<file path="src/rtl/seven_seg_pkg.sv">
// Shared constants for the seven-segment scanner. Display polarity is active-low throughout:
// a 0 on an anode selects that digit, a 0 on a segment or dp lights it.
package seven_seg_pkg;

  localparam logic [6:0] SEG_OFF = 7'b1111111;
  localparam logic [3:0] AN_OFF  = 4'b1111;

  // Hex glyphs, {g,f,e,d,c,b,a}, indexed by nibble value (entry 15 is leftmost).
  localparam logic [15:0][6:0] HEX_SEG = {
    7'b0001110, 7'b0000110, 7'b0100001, 7'b1000110,  // F E d C
    7'b0000011, 7'b0001000, 7'b0010000, 7'b0000000,  // b A 9 8
    7'b1111000, 7'b0000010, 7'b0010010, 7'b0011001,  // 7 6 5 4
    7'b0110000, 7'b0100100, 7'b1111001, 7'b1000000   // 3 2 1 0
  };

  typedef enum logic {PhBlank, PhDrive} phase_e;

  // True when nibbles idx..3 of v are all zero; digit 0 is never a leading zero.
  function automatic logic lead_zero(logic [15:0] v, logic [1:0] idx);
    logic z;
    unique case (idx)
      2'd0:    z = 1'b0;
      2'd1:    z = (v[15:4] == 12'h000);
      2'd2:    z = (v[15:8] == 8'h00);
      default: z = (v[15:12] == 4'h0);
    endcase
    return z;
  endfunction

endpackage

</file>
<file path="src/rtl/hex_to_seg.sv">
// Combinational hex nibble to active-low seven-segment glyph.
module hex_to_seg
  import seven_seg_pkg::*;
(
  input  logic [3:0] nibble,
  output logic [6:0] seg
);

  assign seg = HEX_SEG[nibble];

endmodule

</file>
<file path="src/rtl/seven_seg_scanner.sv">
// Four-digit multiplexed display driver: per-digit slots of clk_en ticks, a leading blank window,
// and a shadow copy of the inputs taken only at frame end so a frame never shows torn digits.
module seven_seg_scanner
  import seven_seg_pkg::*;
#(
  parameter int unsigned TICKS_PER_DIGIT = 4,
  parameter int unsigned BLANK_TICKS     = 1,
  parameter int unsigned LZ_BLANK        = 1
) (
  input  logic        clk,
  input  logic        clr,
  input  logic        clk_en,
  input  logic [15:0] value,
  input  logic [3:0]  dp_in,
  input  logic [3:0]  digit_en,
  output logic [3:0]  an,
  output logic [6:0]  seg,
  output logic        dp,
  output logic        frame_done
);

  localparam int unsigned CntW = (TICKS_PER_DIGIT > 1) ? $clog2(TICKS_PER_DIGIT) : 1;
  localparam logic [CntW-1:0] CntLast  = CntW'(TICKS_PER_DIGIT - 1);
  localparam logic [CntW-1:0] CntBlank = CntW'(BLANK_TICKS);
  localparam logic [CntW-1:0] CntOne   = CntW'(1);

  logic [1:0]      idx_q, idx_d;
  logic [CntW-1:0] cnt_q, cnt_d;
  logic [15:0]     sh_value_q, sh_value_d;
  logic [3:0]      sh_dp_q, sh_dp_d;
  logic [3:0]      sh_en_q, sh_en_d;
  logic            frame_done_q, frame_done_d;
  logic [3:0]      an_q, an_d;
  logic [6:0]      seg_q, seg_d;
  logic            dp_q, dp_d;

  phase_e     phase;
  logic [3:0] nibble;
  logic [6:0] glyph;
  logic       dark;

  always_ff @(posedge clk) begin
    if (clr) begin
      idx_q        <= 2'd0;
      cnt_q        <= '0;
      sh_value_q   <= 16'h0000;
      sh_dp_q      <= 4'h0;
      sh_en_q      <= 4'h0;
      frame_done_q <= 1'b0;
      an_q         <= AN_OFF;
      seg_q        <= SEG_OFF;
      dp_q         <= 1'b1;
    end else begin
      idx_q        <= idx_d;
      cnt_q        <= cnt_d;
      sh_value_q   <= sh_value_d;
      sh_dp_q      <= sh_dp_d;
      sh_en_q      <= sh_en_d;
      frame_done_q <= frame_done_d;
      an_q         <= an_d;
      seg_q        <= seg_d;
      dp_q         <= dp_d;
    end
  end

  always_comb begin
    idx_d        = idx_q;
    cnt_d        = cnt_q;
    sh_value_d   = sh_value_q;
    sh_dp_d      = sh_dp_q;
    sh_en_d      = sh_en_q;
    frame_done_d = 1'b0;
    if (clk_en) begin
      if (cnt_q != CntLast) begin
        cnt_d = cnt_q + CntOne;
      end else begin
        cnt_d = '0;
        idx_d = idx_q + 2'd1;
        if (idx_q == 2'd3) begin
          sh_value_d   = value;
          sh_dp_d      = dp_in;
          sh_en_d      = digit_en;
          frame_done_d = 1'b1;
        end
      end
    end
  end

  assign nibble = sh_value_q[{idx_q, 2'b00} +: 4];

  hex_to_seg u_hex_to_seg (
    .nibble (nibble),
    .seg    (glyph)
  );

  always_comb begin
    phase = ((BLANK_TICKS != 0) && (cnt_q < CntBlank)) ? PhBlank : PhDrive;
    dark  = !sh_en_q[idx_q] || ((LZ_BLANK != 0) && lead_zero(sh_value_q, idx_q));
    an_d  = AN_OFF;
    seg_d = SEG_OFF;
    dp_d  = 1'b1;
    if ((phase == PhDrive) && !dark) begin
      an_d  = ~(4'b0001 << idx_q);
      seg_d = glyph;
      dp_d  = ~sh_dp_q[idx_q];
    end
  end

  assign an         = an_q;
  assign seg        = seg_q;
  assign dp         = dp_q;
  assign frame_done = frame_done_q;

endmodule

</file>
<file path="config.mk">
export PLATFORM = sky130hd
export DESIGN_NAME = seven_seg_scanner
export DESIGN_NICKNAME = d
export VERILOG_FILES = /design/src/rtl/seven_seg_pkg.sv /design/src/rtl/hex_to_seg.sv /design/src/rtl/seven_seg_scanner.sv
export SDC_FILE = /design/constraint.sdc
export NUM_CORES = 1
export LEC_CHECK = 0
export ABC_AREA = 1
export BUFFER_PORTS_ARGS = -buffer_cell sky130_fd_sc_hd__buf_2
export CORE_MARGIN = 10
export CORE_UTILIZATION = 54
export CTS_CLUSTER_DIAMETER = 120
export DETAILED_ROUTE_END_ITERATION = 6
export GPL_TIMING_DRIVEN = 0
export HOLD_SLACK_MARGIN = 0.15
export MAX_ROUTING_LAYER = met4
export PLACE_DENSITY = 0.78
export SLEW_MARGIN = 20
export SYNTH_ARGS = -nofsm -noshare
export SYNTH_HDL_FRONTEND = slang
export SYNTH_SLANG_ARGS = --single-unit
</file>
<file path="constraint.sdc">
create_clock -name clk -period 1.9 [get_ports clk]
set_clock_uncertainty 0.1 [all_clocks]
set_input_delay 0.19 -clock clk [delete_from_list [all_inputs] [get_ports clk]]
set_output_delay 0.19 -clock clk [all_outputs]
set_load 0.05 [all_outputs]
</file>
* Word-level counts from Yosys, hierarchy flattened
Memories as Yosys holds them, arrays and structs flattened. A register that Yosys moved wholly into a read port is not among the register bits.
Cells that the tools add are included.
** Operators by class
- Div/mod/pow operators :: 0
- Add/subtract/negate cells :: 2
- Multiplexer cells :: 8
- Shifts and indexed selects :: 2
- Reduce and logical (&&, ||, !) cells :: 12
- Order comparisons :: 2
- Multiply operators :: 0
- Bitwise operators :: 5
- Equality and inequality tests :: 4
** Operators with widths (number)
- indexed part select 16 x 5 -> 4 bit :: 1
- zero test 12 bit :: 1
- zero test 8 bit :: 1
- adder 2 x 1 -> 2 bit (second input constant) :: 2
- binary-select mux 1 bit (select 2 bit) :: 2
- equality test 2 bit (second input constant) :: 2
- zero test 4 bit :: 1
- two-way mux 1 bit :: 4
- inverter 1 bit :: 4
- inverter 4 bit :: 1
- left shift 1 x 2 -> 4 bit (first input constant) :: 1
- less-than comparator 2 x 3 -> 1 bit (second input constant) :: 1
- case mux 1 bit (3 select lines) :: 1
- AND reduction 3 bit :: 1
- OR reduction 3 bit :: 1
- equality test 2 x 1 -> 1 bit (second input constant) :: 1
- zero test 1 bit :: 2
- zero test 2 bit :: 1
- less-than comparator 2 x 1 -> 1 bit (second input constant) :: 1
- two-way mux 2 bit :: 1
- inequality test 2 bit (second input constant) :: 1
- AND reduction 2 bit :: 1
- OR reduction 2 bit :: 1
- logical AND 1 bit :: 1
- logical OR 1 bit :: 1
** Word-level totals
- Latch bits :: 0
- Output and inout port bits :: 13
- Bits in writable memories :: 0
- Memory bits (read-only) :: 112
- Input port bits :: 27
- Bits in registers :: 34
- Word-level logic and storage cells :: 44
- Memories kept :: 1
** Memories
- (no name shown) :: depth 16, width 7, rd ports 1, clocked after Yosys merged registers in 1, wr ports 0, RTL line hex_to_seg.sv:9 : assign seg = HEX_SEG[nibble];

* Logic depth before layout (Yosys ltp)
- Depth after elaboration :: 8
- Depth in mapped cells :: 13

* By module
From an unflattened synthesis, not the netlist that was laid out.
** Unflattened totals
- Cells, all modules :: 269
- Area total of the unflattened synthesis :: 1963.1 um^2
** By module, submodules not included
- seven_seg_scanner :: area an instance 1677.9 um^2, cells each 215, times used 1
- hex_to_seg :: area an instance 285.3 um^2, cells each 54, times used 1

* Worst setup path after synthesis
No wires, ideal clock.
- Path type :: reg2reg
- From :: register idx_q[0]
- To :: register seg_q[0], in the netlist seg[0]
- Library setup time :: 0.118 ns
- Slack :: 0.230 ns
- Path buffers :: 1
- Clock period less this slack :: 1.670 ns
- Cell stages (with the launch flop) :: 14
- Arrival time :: 1.452 ns
- Cells stage by stage :: dfxtp_1 inv_2 buf_6 nand2_1 nand3_1 nand2_2 inv_2 ha_1 inv_1 nand3_1 nand3_1 nand2_1 inv_1 nand2_1
** Between the ends
- Longest elaborated chain between the ends :: 8
- Elaborated cells between the ends (all ways) :: 13
- Classes of those cells :: eq/ne: 2; shift: 1; mux: 3; bitwise: 1; reduce/logical: 6
** Ends and longest elaborated chain
- from (decl) :: RTL line seven_seg_scanner.sv:27 : logic [1:0] idx_q, idx_d;
- from (signal assigned) :: RTL line seven_seg_scanner.sv:54 : idx_q <= idx_d;
- binary-select mux 1 bit (select 2 bit) :: RTL line seven_seg_scanner.sv:98 : dark = !sh_en_q[idx_q] || ((LZ_BLANK != 0) && lead_zero(sh_value_q, idx_q));
- two-way mux 1 bit (not written as such) :: RTL line seven_seg_scanner.sv:98
- zero test 1 bit :: RTL line seven_seg_scanner.sv:98
- logical OR 1 bit :: RTL line seven_seg_scanner.sv:98
- zero test 1 bit :: RTL line seven_seg_scanner.sv:102 : if ((phase == PhDrive) && !dark) begin
- logical AND 1 bit :: RTL line seven_seg_scanner.sv:102
- inverter 1 bit (no line)
- OR reduction 2 bit (no line)
- to (decl) :: RTL line seven_seg_scanner.sv:34 : logic [6:0] seg_q, seg_d;
Parallel ways exist; a longest one is shown, timed or not. The select of a mux whose other input is x is not followed.
A chain may end at the register's enable or synchronous reset.

* Final worst setup path
- From :: register idx_q[1]
- To :: register an_q[2], in the netlist an[2]
** Between the ends
- Longest elaborated chain between the ends :: 8
- Elaborated cells between the ends (all ways) :: 14
- Classes of those cells :: eq/ne: 2; shift: 1; mux: 3; bitwise: 2; reduce/logical: 6
** Ends and longest elaborated chain
- binary-select mux 1 bit (select 2 bit) :: RTL line seven_seg_scanner.sv:98
- two-way mux 1 bit (not written as such) :: RTL line seven_seg_scanner.sv:98
- zero test 1 bit :: RTL line seven_seg_scanner.sv:98
- logical OR 1 bit :: RTL line seven_seg_scanner.sv:98
- zero test 1 bit :: RTL line seven_seg_scanner.sv:102
- logical AND 1 bit :: RTL line seven_seg_scanner.sv:102
- inverter 1 bit (no line)
- OR reduction 2 bit (no line)
- to (signal assigned) :: RTL line seven_seg_scanner.sv:60 : an_q <= an_d;
- to (decl) :: RTL line seven_seg_scanner.sv:33 : logic [3:0] an_q, an_d;
Parallel ways exist; a longest one is shown, timed or not. The select of a mux whose other input is x is not followed.

==> impl_metrics.ini <==
[timing]
maxSlewHeadroom_pct = 67.9
min_period_ps = 1760
tns_ps = 0
period_share_pct = 92.8
timing.fmax_mhz = 567
worstMarginPinSlew_ps = 481
finalHoldViolCount = 0
rsz0062_at_grt = no
finalSetupViolCount = 0
slew_viol_final = 0

[yosys]
netlist_instances = 273
syn-num-nets = 312
synth_edf_count = 0
synth_top_area_cell = dfxtp_1
yosys_warnings = 0
yosys-top-cells-count = 84 x nand2_1, 41 x dfxtp_1, 37 x nand3_1
synth_most_common_cell = nand2_1
async_flop_share_pct = 0
yosysSeqAreaShare_pct = 40.7
synth_area_leaders = dfxtp_1 41%, nand2_1 16%, nand3_1 9.2%, ha_1 7.4%, a21oi_1 5.7%
avgSynthCellArea_um2 = 7.38
synth_cell_type_count = 25
yosysTopAreaCellShare_pct = 40.7
synth-seq-cells = 41
ys.flop_type = dfxtp_1
syn_area_mm2 = 0.00202

[clock_network]
cts.clk_slew.worst_paths_ps = 80
clock_sinks = 41
clockBufferDepth = 2
clk_latency_ps = 300
cts-root-buf = clkbuf_8
htreeDepth = 2
cts_tree = yes
cts_buffers = 5

[worst_setup_path]
crit_end = an[2]
startpoint = idx_q[1]
cp_top_family = buffers and inverters
timing.critical_path.buf_inv = 3
worst-setup-path-type = reg2reg
critPathRequiredTime_ps = 1990
reg2regPathDepth = 10
cp.arrival_ps = 1850
ff2ff_setup_slack_ps = 140
cp_common_cell = nand2_1
crit_cells = 10
crit-reg2reg-capture = an[2]
critPathMaxStageDelay_ps = 390
critPathSlowestCell = dfxtp_1
start_kind = flip-flop
r2r_start = idx_q[1]
cp_cell_sequence = buf_6 -> inv_6 -> ha_1 -> nand3_1 -> nand2_1 -> nand2_1 -> nand2_1 -> a21oi_2 -> buf_6 -> nand2_1
cp_max_fo = 10
endpoint_kind = flip-flop

[routing]
ant_nets = 0
drc_errors = 0
drt_wl_total_mm = 5.03
wl_per_cell_um = 12.7
vias = 1957
firstDrtPassIters = 4
avgViaCountPerCell = 4.95
dr.first_iter.drc_count = 91

[pwr]
ir_worst_vdd_v = 0.000452
power_w = 0.00173
powerDensity_mw_per_mm2 = 649
leakagePower_nw = 1.13

[flow_run]
drv_cap = 0

[global_routing]
grt_max_degree = 13
grt_use_total_pct = 16.9
grt.overflow.total = 0
grt_pass1_wl_mm = 8.58
antenna_found_initial = 0
grt_pass1_vias = 1970

[cells_and_area]
antenna_cells = 0
drive_above_1_share_pct = 22.8
fin_nets = 385
fin_cells = 395
fin_area_mm2 = 0.00267
layout.area.seq_um2 = 825
syn_to_final_growth_pct = 32.6
multi_input_area_mm2 = 0.00103
fillCellCount = 314

[placement]
dpl.cell_count = 360
hpwl_mm = 3.56
placed_area_mm2 = 0.00227
port_buffers = 39
gp_congestion = 0.947

[floorplan]
initial_core_util_pct = 55.5
core_mm2 = 0.00363
die_x_um = 81.1
ios = 40
rows = 22
fp.dieH_um = 81.1
die_area_mm2 = 0.00658

[status]
outcome = finished, final reports clean

[min_path]
hp-class = reg2reg
-- area by class of cell --
class,count,area share [%]
Inverter,21,3.51
Clock buffer,7,3.23
Multi-Input combinational cell,197,38.5
Tap cell,48,2.25
Buffer,13,2.95
Sequential cell,41,30.9
Timing Repair Buffer,67,17.6
Clock inverter,1,1.12
-- power by group --
part           switching, W  total [W]  internal, W
logic             0.0000716   0.000152    0.0000802
registers        0.00000467   0.000868     0.000863
clock network      0.000286   0.000714     0.000428
-- state kept, by name, indices dropped and copies added, names as in the netlist --
signal	flops
an	4
cnt_q	2
dp	1
frame_done	1
idx_q	2
seg	7
sh_dp_q	4
sh_en_q	4
sh_value_q	16
-- tightest hold or removal path, cell delays in order, from the launching register on --
cell	delay, ps
dfxtp_1	320
nand2_1	60
a21oi_1	50
-- worst min path at each step --
| stage | startpoint | to | slack (ps) | cells after the start |
|---|---|---|---|---|
| after CTS | sh_value_q[0] | sh_value_q[0] | 370 | 2 |
| after global routing | sh_value_q[2] | sh_value_q[2] | 380 | 2 |
| after detailed placement | sh_value_q[0] | sh_value_q[0] | 360 | 2 |
| final | sh_value_q[0] | sh_value_q[0] | 370 | 2 |
| after global placement | sh_value_q[0] | sh_value_q[0] | 350 | 2 |
| after floorplan | dp_in[1] | sh_dp_q[1] | 260 | 2 |
-- cell families after synthesis --
logic type      Yosys count  synth area share (%)
compound gates           35                  9.75
fa+ha+maj                12                  7.45
buf+inv                  35                  8.69
flops                    41                  40.7
simple gates            150                  33.4
-- metrics by stage --
| stage | setup slack, ps | util, % | hold slack, ps |
|---|---|---|---|
| 2_1_floorplan | 230 | - | 255 |
| 3_3_place_gp | 7.39 | 62.5 | 352 |
| 3_5_place_dp | -60.0 | 62.5 | 358 |
| 4_1_cts | 29.1 | 73.3 | 370 |
| 5_1_grt | 4.97 | 73.6 | 382 |
| 6_report | 136 | 73.6 | 367 |
-- placed cells by master (no fill, tap or decap), types with 2 or more instances in the layout --
cell type / n
a211oi_1: 7
buf_6: 3
inv_2: 2
dfxtp_1: 40
ha_1: 12
dlygate4sd3_1: 26
nor2_1: 14
buf_2: 45
inv_1: 16
clkbuf_1: 3
buf_1: 2
buf_4: 2
a21oi_1: 23
nand2_2: 8
clkbuf_8: 6
nand2_1: 84
inv_6: 2
nand3_1: 36
o21ai_0: 3
nand3_2: 4
-- layer usage --
layer | global-route usage, % | up-vias | share of wire (%)
met2 | 28.6 | 50 | 49
met3 | 3.97 | 9 | 6.7
met1 | 18.5 | 868 | 42
met5 | - | - | 0
li1 | - | 1030 | -
met4 | 7.44 | 0 | 2.0
-- repair_timing --
item / 4_1_cts / 5_1_grt
pin swaps: 1 / 1
endpoints found under the hold margin: 27 / 0
setup buffers: 2 / 0
resized for setup: 1 / 6
setup endpoints to repair: 3 / 5
hold buffers: 26 / 0
Note: power is estimated with default switching activity, not from simulation.
